===== src/rtl/ntt_stage_ctrl.sv =====
// Address sequencer for an in-place Cooley-Tukey NTT: walks the len/block/j loops,
// issues one butterfly per cycle and replays each address pair two cycles later as a write.
module ntt_stage_ctrl #(
  parameter int LOGN = 8
) (
  input  logic            clk,
  input  logic            rst,
  input  logic            start,
  output logic            busy,
  output logic            done,
  output logic            rd_en,
  output logic [LOGN-1:0] rd_addr_a,
  output logic [LOGN-1:0] rd_addr_b,
  output logic [LOGN-1:0] tw_idx,
  output logic            wr_en,
  output logic [LOGN-1:0] wr_addr_a,
  output logic [LOGN-1:0] wr_addr_b
);

  localparam logic [LOGN-1:0] ONE  = {{(LOGN-1){1'b0}}, 1'b1};
  localparam logic [LOGN-1:0] HALF = {1'b1, {(LOGN-1){1'b0}}};

  typedef enum logic [1:0] {IDLE, RUN, DRAIN, DONE} state_t;

  state_t          state;
  logic [LOGN-1:0] len, base, off, k, cnt;
  logic            drain_cnt;
  logic [LOGN-1:0] nxt_j, nxt_base, nxt_off, nxt_k;
  logic            blk_end;
  logic            v1;
  logic [LOGN-1:0] a1, b1;

  // Next issue position: step j inside the block, or jump to the next block with a new twiddle.
  always_comb begin
    blk_end  = (off == len - ONE);
    nxt_base = base;
    nxt_off  = off + ONE;
    nxt_k    = k;
    if (blk_end) begin
      nxt_base = base + (len << 1);
      nxt_off  = '0;
      nxt_k    = k + ONE;
    end
    nxt_j = nxt_base + nxt_off;
  end

  always_ff @(posedge clk) begin
    if (rst) begin
      state     <= IDLE;
      busy      <= 1'b0;
      done      <= 1'b0;
      rd_en     <= 1'b0;
      rd_addr_a <= '0;
      rd_addr_b <= '0;
      tw_idx    <= '0;
      len       <= '0;
      base      <= '0;
      off       <= '0;
      k         <= '0;
      cnt       <= '0;
      drain_cnt <= 1'b0;
    end else begin
      case (state)
        IDLE: begin
          if (start) begin
            state     <= RUN;
            busy      <= 1'b1;
            rd_en     <= 1'b1;
            rd_addr_a <= '0;
            rd_addr_b <= HALF;
            tw_idx    <= ONE;
            len       <= HALF;
            base      <= '0;
            off       <= '0;
            k         <= ONE;
            cnt       <= ONE;
          end
        end
        // cnt counts issues already on the bus in this stage; N/2 of them end the stage.
        RUN: begin
          if (cnt == HALF) begin
            state     <= DRAIN;
            drain_cnt <= 1'b0;
            rd_en     <= 1'b0;
            rd_addr_a <= '0;
            rd_addr_b <= '0;
            tw_idx    <= '0;
          end else begin
            base      <= nxt_base;
            off       <= nxt_off;
            k         <= nxt_k;
            cnt       <= cnt + ONE;
            rd_addr_a <= nxt_j;
            rd_addr_b <= nxt_j + len;
            tw_idx    <= nxt_k;
          end
        end
        DRAIN: begin
          if (!drain_cnt) begin
            drain_cnt <= 1'b1;
          end else if (len == ONE) begin
            state <= DONE;
            busy  <= 1'b0;
            done  <= 1'b1;
          end else begin
            state     <= RUN;
            rd_en     <= 1'b1;
            len       <= len >> 1;
            base      <= '0;
            off       <= '0;
            k         <= k + ONE;
            cnt       <= ONE;
            rd_addr_a <= '0;
            rd_addr_b <= len >> 1;
            tw_idx    <= k + ONE;
          end
        end
        DONE: begin
          state <= IDLE;
          done  <= 1'b0;
        end
        default: state <= IDLE;
      endcase
    end
  end

  // Addresses are already zero whenever rd_en is low, so they pass through unqualified.
  always_ff @(posedge clk) begin
    if (rst) begin
      v1        <= 1'b0;
      a1        <= '0;
      b1        <= '0;
      wr_en     <= 1'b0;
      wr_addr_a <= '0;
      wr_addr_b <= '0;
    end else begin
      v1        <= rd_en;
      a1        <= rd_addr_a;
      b1        <= rd_addr_b;
      wr_en     <= v1;
      wr_addr_a <= a1;
      wr_addr_b <= b1;
    end
  end

endmodule


===== config.mk =====
export PLATFORM = sky130hd
export DESIGN_NAME = ntt_stage_ctrl
export DESIGN_NICKNAME = d
export VERILOG_FILES = /design/src/rtl/ntt_stage_ctrl.sv
export SDC_FILE = /design/constraint.sdc
export NUM_CORES = 1
export LEC_CHECK = 0
export BUFFER_PORTS_ARGS = -buffer_cell sky130_fd_sc_hd__buf_2
export CAP_MARGIN = 20
export CORE_MARGIN = 1.5
export CORE_UTILIZATION = 64
export CTS_CLUSTER_SIZE = 20
export DETAILED_ROUTE_END_ITERATION = 8
export PLACE_DENSITY = 0.85
export SKIP_CTS_REPAIR_TIMING = 1
export SYNTH_ARGS = -nofsm -noshare
export SYNTH_HDL_FRONTEND = slang
export SYNTH_SLANG_ARGS = --single-unit

===== constraint.sdc =====
create_clock -name clk -period 10.1 [get_ports clk]
set_input_delay 1.01 -clock clk [delete_from_list [all_inputs] [get_ports clk]]
set_output_delay 1.01 -clock clk [all_outputs]
set_load 0.03 [all_outputs]

# == Word-level counts from Yosys, hierarchy flattened ==
# Index checks and enable logic that the tools add are counted.
# totals
regBits,104
in_bits,3
output_inout_bits,44
elab_cells,97
# classes
addsub,7
n_eq_ne,12
mux,46
n_reduce_logical,13
# ops
op,n
8-bit two-way mux,21
8-bit one-hot mux with 3 select lines,7
"8-bit by 1-bit adder with 8-bit output, second input constant",3
8-bit adder,3
8-bit one-hot mux with 2 select lines,1
"2-bit inequality test, second input constant",6
4-bit AND reduction,3
5-bit AND reduction,2
"8-bit by 1-bit equality test with 1-bit output, second input constant",1
8-bit equality test,1
"8-bit equality test, second input constant",1
1-bit two-way mux,8
2-bit two-way mux,4
2-bit one-hot mux with 4 select lines,1
"8-bit by 1-bit subtractor with 8-bit output, second input constant",1
1-bit one-hot mux with 2 select lines,3
3-bit AND reduction,2
2-bit nonzero test,3
"2-bit equality test, second input constant",2
1-bit one-hot mux with 3 select lines,1
3-bit nonzero test,1
"2-bit by 1-bit equality test with 1-bit output, second input constant",1
2-bit zero test,1
2-bit AND reduction,1

# == Longest topological paths before layout ==
# Gate-level depths: netlist (run 1).
# depth
ltp_word,7
depth_mapped,26

# == Worst setup path after synthesis (run 1) ==
# OpenSTA, ideal clock, no wires.
# synth_timing
path_kind,register -> register
start,register len[1]
end,register rd_addr_b[7]
arrival_time_ns,5.344
t_required_ns,10.036
slack_ns,4.692
path_stages_with_launch,23
n_path_buf,3
synth_period_minus_slack_ns,5.408
cell_sequence,dfxtp_1 inv_1 ha_1 buf_1 o21ba_2 a221oi_1 a41oi_1 a2111oi_4 buf_2 buf_2 mux2_2 ha_1 nor2b_1 o21ai_0 a21boi_0 o21a_1 or3_1 and2_1 ha_1 o41ai_1 xnor2_1 or4_1 nand4_1
# synth_between
elab_chain_len,7
elab_cells_between_ends,12
# synth_lines
item,line_no,source
from (decl),26,"logic [LOGN-1:0] len, base, off, k, cnt;"
from (signal assigned),108,len <= len >> 1;
8-bit by 1-bit subtractor with 8-bit output,35,blk_end = (off == len - ONE);
8-bit equality test,35,
8-bit two-way mux,39,if (blk_end) begin
8-bit adder,44,nxt_j = nxt_base + nxt_off;
8-bit adder,94,rd_addr_b <= nxt_j + len;
8-bit two-way mux,81,if (cnt == HALF) begin
8-bit one-hot mux with 3 select lines,63,case (state)
to (signal assigned),94,
to (signal assigned),114,rd_addr_b <= len >> 1;
to (decl),13,"output logic [LOGN-1:0] rd_addr_b,"
# Parallel ways exist; a longest one is shown, timed or not.
# A chain may end at the register's enable or synchronous reset.

# == Final worst setup path (run 1) ==
# Same ends and word-level chain as after synthesis.

==> metrics.csv, run 1 <==
metric,value,unit
H-Tree Depth,3,
CP max FO,38,
ys async rst share,0,%
Core Area,8180,µm²
Slowest Stage Delay on Critical Path,0.60,ns
Slew Limit Fails,0,
# setup viols final,0,
clock skew,0.0148,ns
post-route setup TNS,0,ns
post-synthesis cell count,620,
reg2reg end,rd_addr_b[7]$_SDFFE_PP0P_,
Hold WS,0.446,ns
crit path DAT,6.14,ns
busiest grt layer,met2,
CP top delay family,compound AO/OA/AOI/OAI gates,
cell mode on critical path,ha_1,
cell internal pwr,640,µW
Critical Path Start Type,flop,
post-route ant nets,0,
clock tree root buffer cell,clkbuf_8,
global-route wire length before repair,20200,µm
"flops & latches, synth",103,
CTS Sinks,103,
hpwl dp,8900,µm
status,"complete, no violations",
Synth Cell Area,5390,µm²
Fmax,172,MHz
switching share of power,41.9,%
Routed Wire Length,12400,µm
VDD IR max,0.116,mV
initial antenna violation count,0,
Initial DRC Count,320,
gr ovfl total,0,
Starting Density,65.9,%
nets,685,
final hold violations,0,
Synth Area in Adders,8.09,%
yosys warns,0,
die width,94.7,µm
Design Power,1100,µW
met2 usage in global routing,44.0,%
Worst-Skew Late Latency,0.37,ns
"Reg clk slew, reported paths",0.11,ns
Worst Hold Depth,1,
Avg WL per Cell,16.4,µm
static leakage,0.00241,µW
WHS Endpoint,wr_addr_a[1]$_SDFF_PP0_,
WP buf/inv,2,
largest net degree at the start of global routing,86,
CTS tree,yes,
min-delay worst type,reg -> reg,
"EDFF count, synth",0,
met1 Track Usage GR,39.9,%
diodes inserted,0,
layout cell share with drive strength beyond 1,12.6,%
most frequent cells in the layout,"dfxtp_1, nor2_1, buf_2",
Layout area overhead,8.27,%
largest family of logic cells by synthesized area,compound AO/OA/AOI/OAI gates,
R2R Setup Slk,4.28,ns
sequential area share after synthesis,38.3,%
PortBufs,46,
r2r worst-path depth,19,
Worst-Margin Slew,0.968,ns
via count of the first global-routing pass,4187,
critical path's slowest cell,dfxtp_1,
Worst Setup End Kind,flop,
worst path required time,10.42,ns
Final Core Density,71.3,%
TritonRoute pass-1 iters,5,
die area,8970,µm²
"commonest non-fill, non-tap cell in the layout",dfxtp_1,
Avg Inst Size Synth,8.69,µm²
share of power burned in registers,41.8,%
Synth Area in XOR/XNOR,6.02,%
Final min period,5.82,ns
total global routing track utilization,28.6,%
Most used DFF post-synth,dfxtp_1,
PwrDens,189,nW/µm²
die height,94.7,µm
simple-gate area share of the yosys netlist,20.4,%
Max clock buf depth,2,
combinational power share,35.8,%
dpl cell area,5650,µm²
Finished Cell Area,5830,µm²
crit path cell chain,inv_1 -> ha_1 -> o21ba_2 -> a221oi_1 -> a41oi_1 -> a2111oi_4 -> buf_4 -> mux2_2 -> ha_1 -> o21ai_0 -> a21boi_0 -> o21a_1 -> or3_1 -> and2_1 -> ha_1 -> o41ai_1 -> xnor2_1 -> or4_1 -> nand4_1,
Ports,47,
HP Start,a1[1]$_SDFF_PP0_,
Compound-Gate Fraction of Synth Area,21.1,%
# rows,33,
post-synthesis mux area share,2.02,%
RSZ-0062 raised after global routing,no,
routability congestion estimate,0.958,
DR DRC count,0,
Sw Pwr,462,µW
"Worst Path Class, Setup",reg -> reg,
Clk pwr share,22.5,%
Vias,4681,
Syn Nets,656,
headroom to the max-slew limit,35.5,%
Num CTS Buffers,9,
Synth cell types,63,
# Max-Cap Violations,0,
vias per cell,6.18,
met3 usage,5.96,%
period utilization,57.6,%
worst reg2reg path startpoint,len[1]$_SDFFE_PP0P_,
## power by group through the flow
stage | combinational (µW) | clock (µW) | sequential [µW]
floorplan | 254 | 0 | 488
global placement | 379 | 0 | 468
detailed placement | 385 | 0 | 469
CTS | 386 | 250 | 460
global route | 432 | 265 | 464
finish | 394 | 248 | 460
## worst max-delay path by stage
| stage | startpoint | end | slack, ns | cells past startpoint |
|---|---|---|---|---|
| after detailed placement | len[1]$_SDFFE_PP0P_ | rd_addr_b[7]$_SDFFE_PP0P_ | 4.45 | 19 |
| after global placement | len[1]$_SDFFE_PP0P_ | rd_addr_b[7]$_SDFFE_PP0P_ | 4.66 | 19 |
| after global routing | len[1]$_SDFFE_PP0P_ | rd_addr_b[7]$_SDFFE_PP0P_ | 3.97 | 20 |
| after floorplan | len[1]$_SDFFE_PP0P_ | rd_addr_b[7]$_SDFFE_PP0P_ | 4.69 | 22 |
| final | len[1]$_SDFFE_PP0P_ | rd_addr_b[7]$_SDFFE_PP0P_ | 4.28 | 19 |
| after CTS | len[1]$_SDFFE_PP0P_ | rd_addr_b[7]$_SDFFE_PP0P_ | 4.40 | 19 |
## per-stage QoR
stage          instances  setup WS, ns
5_1_grt              758          3.97
2_1_floorplan        620          4.69
3_5_place_dp         742          4.45
4_1_cts              757          4.40
6_report             758          4.28
3_3_place_gp         742          4.66
## registers in the layout (all words and copies together), names as in the netlist
signal     cells
wr_en          1
rd_addr_b      8
base           7
rd_en          1
off            8
len            8
b1             8
rd_addr_a      8
busy           1
done           1
v1             1
state          2
wr_addr_b      8
drain_cnt      1
wr_addr_a      8
cnt            8
tw_idx         8
a1             8
k              8
## logic make-up after synthesis
logic type	after synthesis
xor gates and xnor gates	37
buffers and inverters	55
other	1
AOI/OAI and AO/OA	164
adders and majority gates	33
DFF	103
and+or+nand+nor	217
muxes	10
## cells in the mapped netlist, drive strengths merged, types with 6 or more instances
cell	count	area (µm²)
dfxtp	103	2060
nor2	72	270
nor2b	39	244
nand2	35	131
o21ai	34	170
a21oi	31	155
ha	30	375
clkbuf	25	93.8
a22oi	23	173
inv	21	78.8
xnor2	19	166
xor2	18	158
nand3	13	65.1
nor3	11	55.1
a22o	9	78.8
a311oi	9	78.8
and3	9	56.3
buf	9	41.3
a31oi	8	50.1
mux2	7	78.8
a211oi	6	45.0
nand2b	6	37.5
nand4	6	37.5
o22ai	6	37.5
or3	6	37.5
## per-layer routing
metal / vias up / routed length (µm)
met3: 27 / 811
li1: 2281 / -
met1: 2194 / 5780
met4: 0 / 218
met5: - / 0
met2: 179 / 5640
## layout make-up
type	instances	area (µm²)
Sequential cell	103	2060
Clock inverter	6	52.6
Tap cell	105	131
Multi-Input combinational cell	462	3110
Inverter	21	78.8
Fill cell	652	2340
Clock buffer	9	124
Timing Repair Buffer	52	273
(Power assumes the default switching activity.)
==> run 2: changes to the inputs <==
CORE_UTILIZATION = 54   (was 64)
PLACE_DENSITY = 0.76   (was 0.85)
clock period = 5.2 ns   (was 10.1 ns; I/O delays follow)
==> run 2 against run 1 <==
Against the previous run: power is 94% higher; sequential cell count stayed put; clock power is 92% higher; combinational power is 94% higher; sequential share of layout area is 1.0 points lower; utilization is 9.5 points lower; first-iteration DRC count is 56% higher; die area is 18% higher; clock skew is 0.0025 ns lower; critical path type unchanged.
==> metrics.csv, run 2 (synthesized netlist as in run 1, its figures left out) <==
metric,value,unit,change
Layout area overhead,11.7,%,
"Worst Path Class, Setup",reg -> reg,,
via count of the first global-routing pass,4295,,+2.6%
layout cell share with drive strength beyond 1,15.2,%,+2.6 points
min-delay worst type,reg -> reg,,
"commonest non-fill, non-tap cell in the layout",dfxtp_1,,
Initial DRC Count,500,,+56%
Layout Cells excl Fill,798,,+5.3%
post-route setup TNS,0,ns,unchanged
status,"complete, no violations",,
die area,10600,µm²,+18%
gr ovfl total,0,,unchanged
Hold WS,0.434,ns,-0.0120 ns
multi-input logic area,3160,µm²,+1.6%
PortBufs,46,,unchanged
RSZ-0062 raised after global routing,no,,
TritonRoute pass-1 iters,5,,unchanged
nets,696,,+1.6%
initial antenna violation count,0,,unchanged
Core Area,9730,µm²,+19%
Worst Setup End Kind,flop,,
Final min period,4.96,ns,-0.858 ns
Worst-Skew Late Latency,0.38,ns,about the same
H-Tree Depth,3,,unchanged
total global routing track utilization,25.2,%,-3.4 points
Vias,4736,,+1.2%
Fill cells,832,,+28%
global-route wire length before repair,20900,µm,+3.1%
Final Core Density,61.8,%,-9.5 points
hpwl dp,9120,µm,+2.5%
clock skew,0.0123,ns,-0.00250 ns
diodes inserted,0,,unchanged
Fmax,202,MHz,+17%
DR DRC count,0,,unchanged
Slew Limit Fails,0,,unchanged
Starting Density,55.3,%,-11 points
Slowest Stage Delay on Critical Path,0.48,ns,-0.12 ns
die height,103,µm,+8.6%
crit path DAT,5.28,ns,-0.86 ns
vias per cell,5.93,,-3.9%
"Reg clk slew, reported paths",0.10,ns,about the same
period utilization,95.4,%,+38 points
crit path cell chain,inv_1 -> ha_4 -> o21ba_2 -> a221oi_2 -> a41oi_2 -> a2111oi_4 -> buf_4 -> mux2_2 -> ha_1 -> o21ai_2 -> a21boi_1 -> o21a_1 -> or3_1 -> and2_1 -> ha_1 -> nor2_1 -> nor2_1 -> o41ai_2 -> xnor2_1 -> nand4_1 -> mux2_2 -> nand4_1,,
Num CTS Buffers,9,,unchanged
static leakage,0.00248,µW,+3.0%
CP max FO,9,,-76%
Critical Path Start Type,flop,,
# Max-Cap Violations,0,,unchanged
Max clock buf depth,2,,unchanged
Cells after DPL,777,,+4.7%
worst path required time,5.52,ns,-4.90 ns
Worst-Margin Slew,1.08,ns,+0.110 ns
Seq. cell area,2070,µm²,+0.24%
headroom to the max-slew limit,28.0,%,-7.5 points
PwrDens,355,nW/µm²,+88%
post-route ant nets,0,,unchanged
critical path's slowest cell,a2111oi_4,,
Avg WL per Cell,16.2,µm,-1.5%
WP buf/inv,2,,unchanged
Ports,47,,unchanged
Design Power,2130,µW,+94%
routability congestion estimate,0.954,,-0.42%
most frequent cells in the layout,"dfxtp_1, nor2_1, buf_2",,
largest net degree at the start of global routing,86,,unchanged
# rows,36,,+9.1%
CTS Sinks,103,,unchanged
clock tree root buffer cell,clkbuf_8,,
die width,103,µm,+8.6%
final hold violations,0,,unchanged
CP top delay family,compound AO/OA/AOI/OAI gates,,
Routed Wire Length,12900,µm,+3.7%
VDD IR max,0.195,mV,+68%
CTS tree,yes,,
# setup viols final,0,,unchanged
[run 2: area by class of cell]
class                      count  share of cell area (%)
multi-input combinational    462                    52.5
tap                          133                    2.77
timing repair buffer          63                    6.01
clock inverter                 6                   0.895
sequential                   103                    34.4
inverter                      21                    1.31
clock buffer                  10                    2.12
[run 2: metal layers]
layer	GRT usage (%)	share of wire, %
met5	0	0
met4	11.9	2.6
met3	3.39	5.5
met2	40.4	46
met1	33.7	46
[run 2: report_power, final]
part | switching [µW] | total [µW] | leakage [µW] | internal (µW)
registers | 48.9 | 893 | 0.000834 | 844
logic | 548 | 765 | 0.00156 | 216
clock network | 295 | 477 | 0.0000890 | 182
[run 2: worst paths after layout]
path | from | end | slack, ns | depth (start not counted)
setup / recovery | len[0]$_SDFFE_PP0P_ | rd_addr_b[7]$_SDFFE_PP0P_ | 0.24 | 22
hold reg to reg | b1[7]$_SDFF_PP0_ | wr_addr_b[7]$_SDFF_PP0_ | 0.43 | 1
setup reg to reg | len[0]$_SDFFE_PP0P_ | rd_addr_b[7]$_SDFFE_PP0P_ | 0.24 | 22
hold / removal | b1[7]$_SDFF_PP0_ | wr_addr_b[7]$_SDFF_PP0_ | 0.43 | 1
[run 2: stage by stage]
stage / setup WS (ns) / cell area (µm²)
floorplan: 0.00694 / 5400
global placement: 0.260 / 5750
detailed placement: 0.0426 / 5750
CTS: 0.000663 / 5930
global route: 0.0305 / 6010
finish: 0.239 / 6010
